`src/rtl/md_sched.sv`:
```
// md_sched: multiply/divide scheduler for the 5-stage MIPS pipeline.
// It accepts mult/multu/div/divu/mthi/mtlo from EX and runs multiply/divide
// for a fixed number of cycles. It owns the HI/LO registers and asks the
// hazard unit to stall ID while an MD-class instruction would collide with
// an operation that is running or starting.
module md_sched #(
    parameter int MULT_CYCLES = 5,
    parameter int DIV_CYCLES  = 10
) (
    input  logic        clk,
    input  logic        reset,
    input  logic        md_valid,
    input  logic [2:0]  md_op,
    input  logic        cancel,
    input  logic [31:0] src_a,
    input  logic [31:0] src_b,
    input  logic        id_is_md,
    output logic        stall,
    output logic        busy,
    output logic [31:0] hi,
    output logic [31:0] lo
);

    localparam logic [0:0] ST_IDLE = 1'b0;
    localparam logic [0:0] ST_RUN  = 1'b1;

    localparam logic [2:0] OP_MULT  = 3'd1;
    localparam logic [2:0] OP_MULTU = 3'd2;
    localparam logic [2:0] OP_DIV   = 3'd3;
    localparam logic [2:0] OP_DIVU  = 3'd4;
    localparam logic [2:0] OP_MTHI  = 3'd5;
    localparam logic [2:0] OP_MTLO  = 3'd6;

    localparam int MAX_CYCLES = (MULT_CYCLES > DIV_CYCLES) ? MULT_CYCLES : DIV_CYCLES;
    localparam int CNT_W      = $clog2(MAX_CYCLES + 1);

    logic [0:0]       r_state;
    logic [CNT_W-1:0] r_cnt;
    logic [2:0]       r_op;
    logic [31:0]      r_opA;
    logic [31:0]      r_opB;
    logic [31:0]      r_hi;
    logic [31:0]      r_lo;

    logic        w_idle;
    logic        w_start;
    logic        w_moveOk;
    logic        w_done;
    logic        w_isSigned;
    logic        w_isDiv;
    logic        w_negResult;
    logic [31:0] w_magA;
    logic [31:0] w_magB;
    logic [63:0] w_prodMag;
    logic [63:0] w_prod;
    logic [31:0] w_divisor;
    logic [31:0] w_quotMag;
    logic [31:0] w_remMag;
    logic [31:0] w_quot;
    logic [31:0] w_rem;
    logic        w_resWrite;
    logic [31:0] w_resHi;
    logic [31:0] w_resLo;

    assign w_idle   = (r_state == ST_IDLE);
    assign w_start  = md_valid & ~cancel & w_idle & (md_op >= OP_MULT) & (md_op <= OP_DIVU);
    assign w_moveOk = md_valid & ~cancel & w_idle;
    assign w_done   = (r_state == ST_RUN) & (r_cnt == CNT_W'(1));

    assign stall = id_is_md & (busy | w_start);
    assign busy  = (r_state == ST_RUN);
    assign hi    = r_hi;
    assign lo    = r_lo;

    // Signed ops are done on magnitudes with one shared unsigned multiplier
    // and divider; the signs are restored afterwards. This also makes
    // 0x80000000 / -1 wrap to 0x80000000 with remainder 0.
    assign w_isSigned  = (r_op == OP_MULT) | (r_op == OP_DIV);
    assign w_isDiv     = (r_op == OP_DIV) | (r_op == OP_DIVU);
    assign w_negResult = w_isSigned & (r_opA[31] ^ r_opB[31]);
    assign w_magA      = (w_isSigned & r_opA[31]) ? (~r_opA + 32'd1) : r_opA;
    assign w_magB      = (w_isSigned & r_opB[31]) ? (~r_opB + 32'd1) : r_opB;
    assign w_prodMag   = {32'h0, w_magA} * {32'h0, w_magB};
    assign w_prod      = w_negResult ? (~w_prodMag + 64'd1) : w_prodMag;
    assign w_divisor   = (w_magB == 32'd0) ? 32'd1 : w_magB;
    assign w_quotMag   = w_magA / w_divisor;
    assign w_remMag    = w_magA % w_divisor;
    assign w_quot      = w_negResult ? (~w_quotMag + 32'd1) : w_quotMag;
    assign w_rem       = (w_isSigned & r_opA[31]) ? (~w_remMag + 32'd1) : w_remMag;

    // Select the HI/LO result of the finishing op; a zero divisor writes nothing.
    always_comb begin
        w_resWrite = 1'b0;
        w_resHi    = r_hi;
        w_resLo    = r_lo;
        if (w_done) begin
            if (w_isDiv) begin
                if (r_opB != 32'd0) begin
                    w_resWrite = 1'b1;
                    w_resHi    = w_rem;
                    w_resLo    = w_quot;
                end
            end else begin
                w_resWrite = 1'b1;
                w_resHi    = w_prod[63:32];
                w_resLo    = w_prod[31:0];
            end
        end
    end

    // The FSM latches the op and its operands at start, then counts down the busy cycles.
    always_ff @(posedge clk) begin
        if (reset) begin
            r_state <= ST_IDLE;
            r_cnt   <= '0;
            r_op    <= 3'd0;
            r_opA   <= 32'd0;
            r_opB   <= 32'd0;
        end else begin
            case (r_state)
                ST_IDLE: begin
                    if (w_start) begin
                        r_state <= ST_RUN;
                        r_op    <= md_op;
                        r_opA   <= src_a;
                        r_opB   <= src_b;
                        if ((md_op == OP_MULT) || (md_op == OP_MULTU)) begin
                            r_cnt <= CNT_W'(MULT_CYCLES);
                        end else begin
                            r_cnt <= CNT_W'(DIV_CYCLES);
                        end
                    end
                end
                ST_RUN: begin
                    r_cnt <= r_cnt - CNT_W'(1);
                    if (w_done) begin
                        r_state <= ST_IDLE;
                    end
                end
                default: begin
                    r_state <= ST_IDLE;
                end
            endcase
        end
    end

    // Update HI/LO from a finishing op or from mthi/mtlo.
    // A result can only finish while running, and a move is only taken while
    // idle, so the two never compete for the same edge.
    always_ff @(posedge clk) begin
        if (reset) begin
            r_hi <= 32'd0;
            r_lo <= 32'd0;
        end else if (w_resWrite) begin
            r_hi <= w_resHi;
            r_lo <= w_resLo;
        end else if (w_moveOk && (md_op == OP_MTHI)) begin
            r_hi <= src_a;
        end else if (w_moveOk && (md_op == OP_MTLO)) begin
            r_lo <= src_a;
        end
    end

endmodule

```
`config.mk`:
```
export PLATFORM = sky130hd
export DESIGN_NAME = md_sched
export DESIGN_NICKNAME = d
export VERILOG_FILES = /design/src/rtl/md_sched.sv
export SDC_FILE = /design/constraint.sdc
export NUM_CORES = 2
export LEC_CHECK = 0
export ABC_CLOCK_PERIOD_IN_PS = 86100
export CAP_MARGIN = 5
export CORE_UTILIZATION = 35
export DETAILED_ROUTE_END_ITERATION = 8
export PLACE_DENSITY_LB_ADDON = 0.1
export RECOVER_POWER = 50
export REMOVE_ABC_BUFFERS = 1
export SYNTH_ARGS = -nofsm -noshare
export SYNTH_HDL_FRONTEND = slang
export SYNTH_SLANG_ARGS = --single-unit
```
`constraint.sdc`:
```
create_clock -name clk -period 86.1 [get_ports clk]
set_input_delay 21.525 -clock clk [delete_from_list [all_inputs] [get_ports clk]]
set_output_delay 21.525 -clock clk [all_outputs]
set_load 0.01 [all_outputs]
```
After elaboration in Yosys (flattened, before gate mapping)
Cells that the tools add are included.
{"block": "classes", "addsub": 6, "multipliers": 1, "n_div": 2, "order_cmp": 2, "n_eq_ne": 12, "n_shift": 0, "muxes": 26, "bitwise_logic": 20, "reduce_logical": 10}
{"op": "two-way mux 32 bit", "count": 16}
{"op": "adder 32 x 1 -> 32 bit, second input constant", "count": 4}
{"op": "NOT 32 bit", "count": 4}
{"op": "adder 64 x 1 -> 64 bit, second input constant", "count": 1}
{"op": "multiplier 32 x 32 -> 64 bit", "count": 1}
{"op": "two-way mux 64 bit", "count": 1}
{"op": "NOT 64 bit", "count": 1}
{"op": "divider 32 x 32 -> 32 bit", "count": 1}
{"op": "logical NOT 32 bit", "count": 1}
{"op": "modulo 32 x 32 -> 32 bit", "count": 1}
{"op": "nonzero test 32 bit", "count": 1}
{"op": "bitwise AND 1 bit", "count": 9}
{"op": "== test 3 bit, second input constant", "count": 3}
{"op": "two-way mux 4 bit", "count": 2}
{"op": "one-hot mux 4 bit (2 select lines)", "count": 1}
{"op": "== test 3 x 1 -> 1 bit, second input constant", "count": 2}
{"op": "== test 3 x 2 -> 1 bit, second input constant", "count": 2}
{"op": "two-way mux 1 bit", "count": 5}
{"op": "== test 4 x 1 -> 1 bit, second input constant", "count": 1}
{"op": "!= test 2 bit, second input constant", "count": 2}
{"op": "AND reduction 4 bit", "count": 1}
{"op": "nonzero test 2 bit", "count": 2}
{"op": "subtractor 4 x 1 -> 4 bit, second input constant", "count": 1}
{"op": ">= comparator 3 x 1 -> 1 bit, second input constant", "count": 1}
{"op": "11 further kinds", "count": 15}
{"block": "word_totals", "regBits": 136, "latchBits": 0, "mem_bits_rw": 0, "mem_bits_ro": 0, "inputBits": 72, "out_inout_bits": 66, "word_cells": 86, "n_memories": 0}

Longest topological paths before layout
{"block": "logic_depth", "ltp_word": 14, "depth_mapped": 425, "mapped_depth_nobuf": 374}

Least setup slack after synthesis
Ideal clock, no wire load.
{"block": "synth_path", "path_type": "flip-flop to flip-flop", "start": "register r_opB[0]", "end": "register r_hi[31], in the netlist hi[31]", "setup_ns": 0.137, "t_arrival_ns": 79.250, "required_ns": 85.963, "path_slack_ns": 6.713, "path_stages_with_launch": 383, "n_path_buf": 66, "period_less_slack_ns": 79.387, "cell_sequence": "dfxtp_1 > clkbuf_1 > inv_1 > clkbuf_1 > clkbuf_1 > clkbuf_1 > buf_1 > ha_1 > nor2b_1 > nand4_1 > o41ai_1 > nor3_1 > nor3_1 > nand3_2 > buf_2 > clkbuf_1 > buf_2 > nor3_1 > (+347 left out) > a21oi_1 > o22ai_1 > a211oi_1 > o31a_1 > a31oi_1 > o21a_1 > clkbuf_1 > nor2_1 > a221oi_1 > nand2_1 > a2bb2oi_1 > a2111oi_1 > or4b_1 > nor4_4 > nand4b_1 > or3_1 > o2111ai_1 > a221oi_2"}
{"block": "synth_via", "elab_chain_len": 13, "elab_cells_between_ends": 25, "classes_between": "3 x add/sub; 1 x mul; 1 x div; 2 x eq/ne; 11 x mux; 3 x bitwise; 4 x reduce/logical"}
{"element": "from (decl)", "line_no": "41", "rtl": "logic [31:0] r_opB;"}
{"element": "from (signal assigned)", "line_no": "126", "rtl": "r_opB <= src_b;"}
{"element": "NOT 32 bit", "line_no": "82", "rtl": "assign w_magB = (w_isSigned & r_opB[31]) ? (~r_opB + 32'd1) : r_opB;"}
{"element": "adder 32 x 1 -> 32 bit", "line_no": "82"}
{"element": "two-way mux 32 bit", "line_no": "82"}
{"element": "logical NOT 32 bit", "line_no": "85", "rtl": "assign w_divisor = (w_magB == 32'd0) ? 32'd1 : w_magB;"}
{"element": "two-way mux 32 bit", "line_no": "85"}
{"element": "modulo 32 x 32 -> 32 bit", "line_no": "87", "rtl": "assign w_remMag = w_magA % w_divisor;"}
{"element": "NOT 32 bit", "line_no": "89", "rtl": "assign w_rem = (w_isSigned & r_opA[31]) ? (~w_remMag + 32'd1) : w_remMag;"}
{"element": "adder 32 x 1 -> 32 bit", "line_no": "89"}
{"element": "two-way mux 32 bit", "line_no": "89"}
{"element": "two-way mux 32 bit", "line_no": "98", "rtl": "if (r_opB != 32'd0) begin"}
{"element": "two-way mux 32 bit", "line_no": "97", "rtl": "if (w_isDiv) begin"}
{"element": "two-way mux 32 bit", "line_no": "96", "rtl": "if (w_done) begin"}
{"element": "two-way mux 32 bit", "line_no": "154", "rtl": "end else if (w_resWrite) begin"}
{"element": "to (signal assigned)", "line_no": "155", "rtl": "r_hi <= w_resHi;"}
{"element": "to (signal assigned)", "line_no": "158", "rtl": "r_hi <= src_a;"}
{"element": "to (decl)", "line_no": "42", "rtl": "logic [31:0] r_hi;"}
Parallel ways exist; a longest one is shown, timed or not. The select of a mux whose other input is x is not followed.
A chain may end at the register's enable or synchronous reset.

Worst setup path after layout
{"block": "layout_path", "start": "register r_opB[31]", "end": "register r_hi[31], in the netlist hi[31]"}
The elaborated chain is that of the path after synthesis.

==> metrics.md <==
| Metric | Value |
|---|---|
| Non-filler cells, final | `13700` |
| Via Count | `84900` |
| Reg-to-Reg Start | `r_opB[31]` |
| Min Tclk post-route | `82.95 ns` |
| Asr flop ratio synth | `0` |
| Vias in the first global route | `82400` |
| Worst hold path endpoint | `lo[4]` |
| Htree depth | `4` |
| Area growth syn-to-layout | `13.6%` |
| Yosys reg bits | `roughly 140` |
| Crit Path Class | `register to register` |
| Worst slack, placed | `-4.73 ns` |
| Crit end category | `register` |
| R2r setup slk | `3.15 ns` |
| Max Cap Viol | `2` |
| CP max stage cell | `nor4b_1` |
| Least-Margin Pin Slew | `roughly 2.8 ns` |
| Most common flop cell mapped by yosys | `dfxtp_1` |
| Final WS setup | `3.15 ns` |
| Core area | `between 200000 and 250000 um^2` |
| End of the worst register-to-register path | `hi[31]` |
| Count of cell types in the netlist | `112` |
| Syn. warnings | `0` |
| CP bufs+invs | `40` |
| Delay-heaviest family, CP | `compound AO/OA/AOI/OAI gates` |
| Largest net degree at the start of global routing | `79` |
| Slowest stage delay, CP | `0.84 ns` |
| Worst path most repeated cell | `ha_1` |
| Clk_skew | `0.0262 ns` |
| DRC | `0` |
| Startpoint types | `register` |
| Starting density of the core | `0.352` |
| Clk root buf | `clkbuf_16` |
| CTS tree | `yes` |
| Register clock-pin slew on the reported worst setup and hold paths | `approximately 0.07 ns` |
| Number of I/O port buffers | `137` |
| Placement Rows | `172` |
| Sink Count | `136` |
| Hold path depth | `2` |
| Setup violators final | `0` |
| Status | `finished, violations left` |
| Total GRT Usage | `0.396` |
| Hold Vio Cnt, Final | `0` |
| Bufs on Longest Clock Path | `2` |
| Drt first pass iters | `6` |
| Skew-Pair Late Insertion Delay | `0.55 ns` |
| Gr ovfl total | `0` |
| Initial drt markers | `roughly 9900` |
| Synthesized area | `77300 um^2` |
| Ports | `138` |
| Initial antenna violation count | `36` |
| Seq/Total Area, Yosys | `0.0352` |
| Post-synthesis cell count | `10500` |
| Synth area leaders | `fa_1 23%, ha_1 13%, nand2_1 8.1%` |
| Cts bufs inserted | `17` |
| Failing checks | `max-capacitance violations, max-slew violations` |
| Most frequent cells after synthesis | `1665 x nand2_1, 1177 x inv_1, 899 x nor2_1` |
| DR vias/cell | `6.18` |
| Syn avg cell area | `7.33 um^2` |
| Die width | `about 470 um` |
| WHS | `roughly 0.46 ns` |
| Post-DP HPWL | `roughly 360000 um` |
| Post-synth top area cell | `fa_1` |
| Placed instance count | `13700` |
| CP Max Fanout | `36` |
| Wire per inst | `32.7 um` |
| Slew HR | `-0.893` |
| DIE AREA | `roughly 220000 um^2` |
| Global-route wire length before repair | `approximately 630000 um` |
| Most frequent cell after synthesis | `nand2_1` |
| Final Max Tran Viols | `74` |
| Yosys top cell area share | `0.232` |
| Gpl congestion | `1.07` |
| R2R cell count | `353` |
| Tcrit/Tclk final | `0.963` |
| EDFF count, synth | `0` |
| Hold path startpoint | `lo[4]` |
| Worst hold path class | `register to register` |
| Worst EP required | `86.48 ns` |
| Nets@finish | `12600` |
| Post-route ant nets | `0` |
| Share of cells above drive strength 1 | `0.103` |
| Fmax | `12.1 MHz` |
| Routed WL | `450000 um` |
| WP data arrival | `about 83 ns` |
| Die Ht | `472 um` |
cell usage in the layout (no fill, tap or decap), drive strengths merged, types with 26 or more instances in the layout:
master	instances
xnor2	380
nand2b	92
nand2	1666
and3	93
nor4	77
nand3	203
o21bai	57
nor2b	90
nor3	220
buf	659
a21oi	699
or3	100
o21a	139
o31ai	68
a311oi	40
clkdlybuf4s50	70
nor3b	27
fa	897
a21boi	26
a221o	26
xor2	234
inv	1188
a211oi	116
mux2	38
a211o	35
nor2	900
mux2i	76
or2	61
ha	773
nand4	112
and2	60
dfxtp	136
o211ai	87
a31oi	141
dlygate4sd3	66
a221oi	28
a21o	266
o21ai	429
final cells by class:
class / instances / area [um^2]
clock inverter: 15 / 205
inverter: 1184 / 4440
sequential: 136 / 2730
tap: 2871 / 3590
multi-input combinational: 8712 / 69800
clock buffer: 17 / 425
fill: 23300 / 132000
antenna: 13 / 32.5
timing repair buffer: 796 / 6550
metal layers:
metal	global-route usage	vias up	wire, um
li1	-	36700	-
met3	0.0764	1035	42300
met5	0	-	75
met2	0.594	4688	188000
met4	0.213	14	30100
met1	0.532	42500	189000
stage by stage:
step | cell area [um^2] | TNS (ns) | utilization
floorplan | 75300 | -70.97 | -
global placement | 85700 | -289.27 | 0.390
detailed placement | 85700 | -248.05 | 0.390
CTS | 86700 | 0 | 0.395
global route | 87800 | -1.92 | 0.400
finish | 87800 | 0 | 0.400
worst register-to-register path, delay by kind of cell (launching register included):
kind	cells	cell delay, ns
mux	7	2.01
buf+inv	40	6.88
compound gates	153	37.08
fa+ha+maj	30	10.48
simple gates	117	24.54
xor+xnor	6	1.16
flops	1	0.58
flip-flops by register name, indices dropped and copies added (netlist names):
name   count
r_opA     32
r_opB     32
busy       1
r_cnt      4
hi        32
r_op       3
lo        32
cells by family after synthesis:
family | count (synthesis) | share of synthesized area
compound gates | 2512 | 0.216
xor+xnor | 614 | 0.0696
fa+ha+maj | 1670 | 0.357
buf+inv | 1694 | 0.0831
flops | 136 | 0.0352
mux | 115 | 0.0157
simple gates | 3801 | 0.223
how the worst max path moves through the flow:
stage                    from     end  slack [ns]  cells after the start
finish              r_opB[31]  hi[31]        3.15                    353
global route         r_opB[0]  lo[30]       -0.21                    357
CTS                  r_opB[0]  lo[31]        0.02                    360
detailed placement   r_opB[0]  hi[31]       -4.73                    361
global placement     r_opB[0]  lo[31]       -5.39                    352
floorplan            r_opB[0]  hi[23]       -2.05                    330
timing repair:
item,CTS,global route
cloned,0,0
pin swaps,7,18
endpoints found under the hold margin,0,0
buffers inserted,14,33
hold buffers,0,0
resized for setup,45,201
setup endpoints to repair,64,64
Power is left out: the tool's default activity adds up to more than one toggle a clock period on the data nets, which glitch-free logic cannot reach.
